==> src/rtl/pixel_pkg.sv <==
// Shared definitions for the packed 24-bit pixel stream: phase encoding,
// default frame geometry and byte-lane positions within a pixel.
package pixel_pkg;

    typedef enum logic [1:0] {
        P0 = 2'd0,
        P1 = 2'd1,
        P2 = 2'd2,
        P3 = 2'd3
    } phase_e;

    localparam int DEFAULT_X_SIZE = 640;
    localparam int DEFAULT_Y_SIZE = 480;

    localparam int LANE_B = 0;
    localparam int LANE_G = 1;
    localparam int LANE_R = 2;

    function automatic logic [7:0] lane_byte(input logic [31:0] word, input int lane);
        return word[8*lane +: 8];
    endfunction

endpackage

==> src/rtl/pixel_coord_counter.sv <==
// x/y raster counters with line/frame wrap, forced resync to the origin,
// forced end-of-line, and sof/eol decode of the pixel being issued.
module pixel_coord_counter
    import pixel_pkg::*;
#(
    parameter int X_SIZE = DEFAULT_X_SIZE,
    parameter int Y_SIZE = DEFAULT_Y_SIZE,
    parameter int CW     = 10
) (
    input  logic          clk,
    input  logic          rst,
    input  logic          step,
    input  logic          resync,
    input  logic          line_end,
    output logic [CW-1:0] cur_x,
    output logic [CW-1:0] cur_y,
    output logic          at_origin,
    output logic          sof,
    output logic          eol
);

    localparam logic [CW-1:0] X_LAST = CW'(X_SIZE - 1);
    localparam logic [CW-1:0] Y_LAST = CW'(Y_SIZE - 1);

    logic [CW-1:0] x_q, x_d;
    logic [CW-1:0] y_q, y_d;

    // cur_x/cur_y are the coordinates of the pixel issued this cycle.
    assign cur_x     = resync ? '0 : x_q;
    assign cur_y     = resync ? '0 : y_q;
    assign at_origin = (x_q == '0) && (y_q == '0);
    assign sof       = (cur_x == '0) && (cur_y == '0);
    assign eol       = (cur_x == X_LAST) || line_end;

    always_comb begin
        x_d = x_q;
        y_d = y_q;
        if (step) begin
            if (eol) begin
                x_d = '0;
                y_d = (cur_y == Y_LAST) ? '0 : cur_y + 1'b1;
            end else begin
                x_d = cur_x + 1'b1;
                y_d = cur_y;
            end
        end
    end

    always_ff @(posedge clk or posedge rst) begin
        if (rst) begin
            x_q <= '0;
            y_q <= '0;
        end else begin
            x_q <= x_d;
            y_q <= y_d;
        end
    end

endmodule

==> src/rtl/pixel_unpacker.sv <==
// AXI-Stream slave that unpacks 4 pixels from every 3 words of packed 24-bit
// RGB, tags them with raster coordinates and checks the tuser/tlast framing.
module pixel_unpacker
    import pixel_pkg::*;
#(
    parameter int X_SIZE = DEFAULT_X_SIZE,
    parameter int Y_SIZE = DEFAULT_Y_SIZE,
    parameter int CW     = 10
) (
    input  logic          aclk,
    input  logic          areset,
    input  logic [31:0]   in_stream_tdata,
    input  logic [3:0]    in_stream_tkeep,
    input  logic          in_stream_tlast,
    input  logic          in_stream_tuser,
    input  logic          in_stream_tvalid,
    output logic          in_stream_tready,
    output logic [7:0]    pix_r,
    output logic [7:0]    pix_g,
    output logic [7:0]    pix_b,
    output logic [CW-1:0] pix_x,
    output logic [CW-1:0] pix_y,
    output logic          pix_sof,
    output logic          pix_eol,
    output logic          pix_valid,
    input  logic          pix_ready,
    output logic          err_sync
);

    // The line's final word is the P2 word of its last 4-pixel group.
    localparam logic [CW-1:0] LAST_WORD_X = CW'(X_SIZE - 2);

    phase_e phase_q, phase_d, eff_phase, phase_next;
    logic [23:0] res_q, res_d, res_next;
    logic [7:0]  r_next, g_next, b_next;

    logic [7:0]    pix_r_q, pix_r_d, pix_g_q, pix_g_d, pix_b_q, pix_b_d;
    logic [CW-1:0] pix_x_q, pix_x_d, pix_y_q, pix_y_d;
    logic          pix_sof_q, pix_sof_d, pix_eol_q, pix_eol_d;
    logic          pix_valid_q, pix_valid_d, err_q, err_d;

    logic          slot_free, word_acc, resync, emit;
    logic          last_word, early_last, missing_last, sync_err;
    logic [CW-1:0] cur_x, cur_y;
    logic          at_origin, coord_sof, coord_eol;
    logic          keep_unused;

    assign keep_unused = &in_stream_tkeep;

    assign slot_free        = !pix_valid_q || pix_ready;
    assign in_stream_tready = !areset && (phase_q != P3) && slot_free;
    assign word_acc         = in_stream_tvalid && in_stream_tready;
    assign resync           = word_acc && in_stream_tuser;
    assign emit             = word_acc || ((phase_q == P3) && slot_free);
    assign eff_phase        = resync ? P0 : phase_q;
    assign last_word        = (eff_phase == P2) && (cur_x == LAST_WORD_X);
    assign early_last       = word_acc && in_stream_tlast && !last_word;
    assign missing_last     = word_acc && !in_stream_tlast && last_word;
    assign sync_err         = resync && ((phase_q != P0) || !at_origin);

    pixel_coord_counter #(
        .X_SIZE (X_SIZE),
        .Y_SIZE (Y_SIZE),
        .CW     (CW)
    ) u_coord (
        .clk       (aclk),
        .rst       (areset),
        .step      (emit),
        .resync    (resync),
        .line_end  (early_last),
        .cur_x     (cur_x),
        .cur_y     (cur_y),
        .at_origin (at_origin),
        .sof       (coord_sof),
        .eol       (coord_eol)
    );

    always_comb begin
        b_next     = res_q[7:0];
        g_next     = res_q[15:8];
        r_next     = res_q[23:16];
        res_next   = '0;
        phase_next = P0;
        case (eff_phase)
            P0: begin
                b_next     = lane_byte(in_stream_tdata, LANE_B);
                g_next     = lane_byte(in_stream_tdata, LANE_G);
                r_next     = lane_byte(in_stream_tdata, LANE_R);
                res_next   = {16'h0000, in_stream_tdata[31:24]};
                phase_next = P1;
            end
            P1: begin
                g_next     = in_stream_tdata[7:0];
                r_next     = in_stream_tdata[15:8];
                res_next   = {8'h00, in_stream_tdata[31:16]};
                phase_next = P2;
            end
            P2: begin
                r_next     = in_stream_tdata[7:0];
                res_next   = in_stream_tdata[31:8];
                phase_next = P3;
            end
            default: begin
                res_next   = '0;
                phase_next = P0;
            end
        endcase

        phase_d     = phase_q;
        res_d       = res_q;
        pix_r_d     = pix_r_q;
        pix_g_d     = pix_g_q;
        pix_b_d     = pix_b_q;
        pix_x_d     = pix_x_q;
        pix_y_d     = pix_y_q;
        pix_sof_d   = pix_sof_q;
        pix_eol_d   = pix_eol_q;
        pix_valid_d = pix_valid_q && !pix_ready;
        err_d       = err_q || sync_err || early_last || missing_last;

        // A misplaced tlast truncates the line, so leftover bytes are dropped.
        if (emit) begin
            phase_d     = early_last ? P0 : phase_next;
            res_d       = early_last ? 24'h0 : res_next;
            pix_r_d     = r_next;
            pix_g_d     = g_next;
            pix_b_d     = b_next;
            pix_x_d     = cur_x;
            pix_y_d     = cur_y;
            pix_sof_d   = coord_sof;
            pix_eol_d   = coord_eol;
            pix_valid_d = 1'b1;
        end
    end

    always_ff @(posedge aclk or posedge areset) begin
        if (areset) begin
            phase_q     <= P0;
            res_q       <= '0;
            pix_r_q     <= '0;
            pix_g_q     <= '0;
            pix_b_q     <= '0;
            pix_x_q     <= '0;
            pix_y_q     <= '0;
            pix_sof_q   <= 1'b0;
            pix_eol_q   <= 1'b0;
            pix_valid_q <= 1'b0;
            err_q       <= 1'b0;
        end else begin
            phase_q     <= phase_d;
            res_q       <= res_d;
            pix_r_q     <= pix_r_d;
            pix_g_q     <= pix_g_d;
            pix_b_q     <= pix_b_d;
            pix_x_q     <= pix_x_d;
            pix_y_q     <= pix_y_d;
            pix_sof_q   <= pix_sof_d;
            pix_eol_q   <= pix_eol_d;
            pix_valid_q <= pix_valid_d;
            err_q       <= err_d;
        end
    end

    assign pix_r     = pix_r_q;
    assign pix_g     = pix_g_q;
    assign pix_b     = pix_b_q;
    assign pix_x     = pix_x_q;
    assign pix_y     = pix_y_q;
    assign pix_sof   = pix_sof_q;
    assign pix_eol   = pix_eol_q;
    assign pix_valid = pix_valid_q;
    assign err_sync  = err_q;

endmodule

==> config.mk <==
export PLATFORM = sky130hd
export DESIGN_NAME = pixel_unpacker
export DESIGN_NICKNAME = d
export VERILOG_FILES = /design/src/rtl/pixel_pkg.sv /design/src/rtl/pixel_coord_counter.sv /design/src/rtl/pixel_unpacker.sv
export SDC_FILE = /design/constraint.sdc
export NUM_CORES = 1
export LEC_CHECK = 0
export CAP_MARGIN = 40
export CORE_MARGIN = 10
export CORE_UTILIZATION = 40
export CTS_BUF_LIST = sky130_fd_sc_hd__clkbuf_4 sky130_fd_sc_hd__clkbuf_8
export CTS_CLUSTER_SIZE = 8
export DETAILED_ROUTE_END_ITERATION = 10
export PLACE_DENSITY = 0.63
export SETUP_SLACK_MARGIN = 0.2
export SLEW_MARGIN = 20
export SYNTH_ARGS = -nofsm -noshare
export SYNTH_HDL_FRONTEND = slang
export SYNTH_SLANG_ARGS = --single-unit
==> constraint.sdc <==
create_clock -name aclk -period 5.2 [get_ports aclk]
set_clock_uncertainty 0.1 [all_clocks]
set_input_delay 1.56 -clock aclk [delete_from_list [all_inputs] [get_ports aclk]]
set_output_delay 1.56 -clock aclk [all_outputs]
set_load 0.01 [all_outputs]
Word-level counts from Yosys, hierarchy flattened
Index checks and enable logic that the tools add are counted.
{"block": "word_totals", "wordCells": 69, "reg_bits": 94, "out_inout_bits": 49}
{"block": "op_classes", "eq_ne": 7, "n_addsub": 2, "n_mux": 14, "n_reduce_logical": 33}
{"cell": "24-bit case mux with 3 select lines", "count": 1}
{"cell": "10-bit two-way mux", "count": 5}
{"cell": "10-bit logical NOT", "count": 4}
{"cell": "24-bit two-way mux", "count": 1}
{"cell": "8-bit case mux with 3 select lines", "count": 1}
{"cell": "10-bit by 1-bit adder with 10-bit output, second input constant", "count": 2}
{"cell": "10-bit equality test, second input constant", "count": 2}
{"cell": "8-bit case mux with 2 select lines", "count": 1}
{"cell": "1-bit logical AND", "count": 14}
{"cell": "10-bit by 9-bit equality test with 1-bit output, second input constant", "count": 1}
{"cell": "8-bit two-way mux", "count": 1}
{"cell": "1-bit logical OR", "count": 7}
{"cell": "1-bit logical NOT", "count": 6}
{"cell": "2-bit case mux with 3 select lines", "count": 1}
{"cell": "2-bit equality test, second input constant", "count": 2}
{"cell": "2-bit two-way mux", "count": 2}
{"cell": "2-bit by 1-bit equality test with 1-bit output, second input constant", "count": 1}
{"cell": "2-bit logical NOT", "count": 1}
{"cell": "2-bit inequality test, second input constant", "count": 1}
{"cell": "2-bit nonzero test", "count": 1}
{"cell": "1-bit two-way mux", "count": 1}

Longest topological paths before layout
{"block": "logic_depth", "ltp_word": 12, "depth_mapped": 14, "mapped_depth_nobuf": 10}

Hierarchy
From an unflattened synthesis, not the netlist that was laid out.
{"block": "unflattened", "hier_cells": 538, "hier_area_um2": 4987.3}
{"module": "pixel_unpacker", "cells_per_inst": 372, "area_each_um2": 3550.9, "instances": 1}
{"module": "pixel_coord_counter", "cells_per_inst": 166, "area_each_um2": 1436.4, "instances": 1}

Least setup slack after synthesis
No wires, ideal clock.
{"block": "synth_path", "path_type": "input to register", "start": "input port pix_ready", "end": "register u_coord.y_q[9]", "setup_ns": 0.079, "required_time_ns": 5.021, "path_buffers": 2, "path_stages": 12, "slack_ns": 0.895, "arrival_ns": 4.125, "path_cell_list": "nand2b_1 -> nand4_1 -> clkbuf_1 -> buf_1 -> nand2_1 -> inv_1 -> ha_1 -> nand3_1 -> or3_4 -> o32ai_2 -> nor4b_1 -> mux2i_1"}
{"block": "synth_between", "elab_chain_cells": 11, "word_cells_on_any_way": 21, "cone_classes": "add/sub: 1; eq/ne: 4; mux: 5; reduce/logical: 11"}
{"item": "start: declaration", "line": "pixel_unpacker.sv:26", "source": "input logic pix_ready,"}
{"item": "1-bit logical OR *", "line": "pixel_unpacker.sv:50", "source": "assign slot_free = !pix_valid_q || pix_ready;"}
{"item": "1-bit logical AND *", "line": "pixel_unpacker.sv:51", "source": "assign in_stream_tready = !areset && (phase_q != P3) && slot_free;"}
{"item": "1-bit logical AND *", "line": "pixel_unpacker.sv:52", "source": "assign word_acc = in_stream_tvalid && in_stream_tready;"}
{"item": "1-bit logical AND *", "line": "pixel_unpacker.sv:53", "source": "assign resync = word_acc && in_stream_tuser;"}
{"item": "10-bit two-way mux *", "line": "pixel_coord_counter.sv:29", "source": "assign cur_x = resync ? '0 : x_q;"}
{"item": "net cur_x[1]", "line": "pixel_unpacker.sv:44", "source": "logic [CW-1:0] cur_x, cur_y;"}
{"item": "10-bit equality test", "line": "pixel_unpacker.sv:56", "source": "assign last_word = (eff_phase == P2) && (cur_x == LAST_WORD_X);"}
{"item": "1-bit logical AND", "line": "pixel_unpacker.sv:56"}
{"item": "1-bit logical NOT", "line": "pixel_unpacker.sv:57", "source": "assign early_last = word_acc && in_stream_tlast && !last_word;"}
{"item": "1-bit logical AND", "line": "pixel_unpacker.sv:57"}
{"item": "1-bit logical OR *", "line": "pixel_coord_counter.sv:33", "source": "assign eol = (cur_x == X_LAST) || line_end;"}
{"item": "10-bit two-way mux *", "line": "pixel_coord_counter.sv:39", "source": "if (eol) begin"}
{"item": "end signal: assignment", "line": "pixel_coord_counter.sv:55", "source": "y_q <= y_d;"}
{"item": "end: declaration", "line": "pixel_coord_counter.sv:26", "source": "logic [CW-1:0] y_q, y_d;"}
The timed path passes the listed nets; every way through them passes the cells marked *.
A chain may end at the register's enable or synchronous reset.

Worst setup path after layout
{"block": "layout_path", "start": "input port pix_ready", "end": "register u_coord.y_q[8]"}
Same word-level chain as after synthesis.

==> results.md <==
* Mapped cell area at 4760 µm²
* Fin area at 6000 µm²
* Die X-Extent at 129 µm
* # fillers at 1072
* Drt wl/cell at 18.7 µm
* Postcts setup bufs at 0
* Non-Filler Instances at 712
* RePlAce Congestion at 0.847
* Placed Area at 5800 µm²
* Final worst path period share at 88.6%
* Dpl hpwl at 9470 µm
* Die height at 129 µm
* Max IR drop VDD at 230 µV
* Endpoint type of the worst setup path: flip-flop
* Synth top area cells: dfrtp_1 49%, nand2_1 6.5%, a222oi_1 5.0%, o21ai_0 4.5%, clkbuf_1 2.6%
* Dpl ws at 0.225 ns
* Power Density at 513 nW/µm²
* Worst slew pin tran at 0.830 ns
* Largest net degree at the start of global routing at 60
* IO Count at 91
* MaxCap Viol Count at 0
* Core Box Area at 11500 µm²
* CTS tree: yes
* DR vias at 4151
* Outcome: completed
* Slowest stage cell, crit path: nand4_1
* Initial antenna violation count at 0
* Worst hold path class: reg -> reg
* Die Area at 16700 µm²
* Yosys cell types at 51
* Syn avg cell area at 9.68 µm²
* Leak at 2.63 nW
* WP data required at 5.35 ns
* Total GRT Usage at 15.8%
* EDFF count, synth at 0
* ANT nets after route at 0
* Hold violation count in the final report at 0
* PortBufs at 86
* Footprint of the multi-input gates at 2200 µm²
* Clk_lat worst skew at 0.36 ns
* Reg power frac at 38.6%
* Yosys top cell by area: dfrtp_1
* Syn nets at 543
* CP cell instances: clkdlybuf4s50_1 > nand2b_1 > nand4_1 > nand2_1 > inv_1 > ha_1 > nand3_1 > or3_4 > o32ai_2 > buf_4 > a21boi_0 > o21ai_0
* Pre-Repair DR Iteration Count at 9
* Net Sw Power at 1.20 mW
* Initial Util at 41.3%
* Critical path startpoint category: input port
* Root buffer cell: clkbuf_8
* First-pass GRT wire length at 21200 µm
* Via/cell ratio at 5.83
* Hold-fix buffers, CTS at 0
* Yosys top cell area share at 49.4%
* Setup tns final at 0 ns
* Number of clock sinks at 94
* Min cycle time layout at 4.61 ns
* Share of cells above drive strength 1 at 9.15%
* Clock slew at reported path FFs at 0.09 ns
* Clock Path Buffers at 2
* Fmax at 217 MHz
* # setup viols final at 0
* Vias in the first global route at 3959
* First-iteration detailed-routing DRC count at 524
* RSZ-0062 raised after global routing: false
* Final net count at 614
* Grt ovf at 0
* Synthesis-to-layout area growth at 26.1%
* H-tree depth at 3
* Pins Over Slew Limit at 0
* Cts repair resizes at 0
* Flop and latch count out of synthesis at 94
* CTS buffer count at 9
* Reg area at 2350 µm²
* P_int at 1.87 mW
* Max-slew headroom at 44.7%
* Final Hold Slack at 0.382 ns
* Switch share at 39.1%
* Residual DRC count at 0
* CP max stage delay at 0.42 ns
* Top FF cell, synth: dfrtp_1
* Power share of the clock group at 16.2%
* Setup CP Type: in -> reg
* Cells after Synth at 492
* Max Fanout on Critical Path at 13
* CP Data Arrival Time at 4.76 ns
* Post-synthesis async set-or-reset flop share at 100%
* Final WL at 13300 µm
* Setup ws final at 0.592 ns
* Seq/Total Area, Yosys at 49.4%
* Core Rows at 39
* Logic pwr share at 45.2%
* Cells after DPL at 695
* Yosys warning total at 0
final timing paths:
kind	start	endpoint	slack, ns	depth (start not counted)
min reg2reg	res_q[4]$_DFFE_PP0P_	res_q[4]$_DFFE_PP0P_	0.38	2
max in group asynchronous	areset	pix_r[5]$_DFFE_PP0P_	3.09	3
min in group asynchronous	areset	pix_x[3]$_DFFE_PP0P_	1.38	2
max reg2reg	phase_q[1]$_DFFE_PP0P_	u_coord.y_q[8]$_DFFE_PP0P_	1.62	11
max	pix_ready	u_coord.y_q[8]$_DFFE_PP0P_	0.59	12
min	res_q[4]$_DFFE_PP0P_	res_q[4]$_DFFE_PP0P_	0.38	2
cells in the mapped netlist (all sizes together), types with 8 or more instances:
library cell and instances:
mux2i 12, a32o 9, a22oi 9, ha 9, a22o 12, o21ai 54
a222oi 24, nand2 83, buf 9, nor4 8, a21oi 12, dfrtp 94
inv 10, nand4 8, o31ai 11, clkbuf 34, nand3 11, nor2 30
logic make-up after synthesis:
logic type      synth area share [%]
flops                           49.4
mux                             2.52
simple gates                    17.6
fa+ha+maj                       2.37
buf+inv                         4.63
xor+xnor                       0.368
compound gates                  23.1
routing by layer:
metal / part of all wire, % / global-route usage (%) / vias up
li1: - / - / 1967
met1: 45 / 22.5 / 1997
met2: 45 / 23.1 / 174
met3: 7.7 / 2.98 / 13
met4: 1.6 / 6.69 / 0
met5: 0 / 0 / -
registers in the layout (all words and copies together), names as in the netlist:
register,count
pix_valid,1
res_q,24
pix_b,8
pix_y,10
pix_g,8
u_coord.x_q,10
pix_sof,1
err_sync,1
pix_eol,1
pix_x,10
phase_q,2
pix_r,8
u_coord.y_q,10
power groups by stage:
stage | Combinational, mW | Sequential (mW) | Clock [mW]
4_1_cts | 1.40 | 1.19 | 0.513
6_report | 1.39 | 1.19 | 0.498
5_1_grt | 1.54 | 1.23 | 0.542
2_1_floorplan | 0.829 | 1.18 | 0
3_3_place_gp | 1.36 | 1.19 | 0
3_5_place_dp | 1.39 | 1.20 | 0
cell usage in the layout (no fill, tap or decap), types with 4 or more instances in the layout:
cell             Yosys  layout
a21oi_1             12      12
a222oi_1            24      24
a22o_1              12      12
a22oi_1              9       9
a32o_1               9       9
and3_1               4       4
and4_1               4       4
buf_4                1      14
clkbuf_8             0      11
clkdlybuf4s50_1      0      86
clkinv_2             0       4
dfrtp_1             94      94
ha_1                 9       9
inv_1               10       9
mux2i_1             12      12
nand2_1             83      83
nand3_1             11      11
nand4_1              8       8
nor2_1              30      30
nor3_1               5       5
nor4_1               7       7
nor4b_1              4       4
o21ai_0             43      43
o21ai_2             10      10
o31ai_1             11      11
worst max-delay path, delay by kind of cell:
kind	cells	cell delay [ns]
AO/OA/AOI/OAI	3	0.65
adder cells (fa/ha/maj)	1	0.24
buffers and inverters	3	0.83
AND/OR/NAND/NOR	5	1.46
per-stage QoR:
| stage | total power, mW | util (%) |
|---|---|---|
| floorplan | 2.01 | - |
| global placement | 2.55 | 50.1 |
| detailed placement | 2.59 | 50.3 |
| CTS | 3.10 | 52.1 |
| global route | 3.31 | 52.1 |
| finish | 3.08 | 52.1 |
final cells by class:
class | count | share of cell area [%]
Antenna cell | 1 | 0.0417
Multi-Input combinational cell | 345 | 36.6
Sequential cell | 94 | 39.2
Inverter | 10 | 0.646
Tap cell | 143 | 2.98
Clock buffer | 12 | 2.65
Clock inverter | 4 | 0.750
Timing Repair Buffer | 103 | 17.1
No activity file was read; power rests on OpenSTA's default activity.
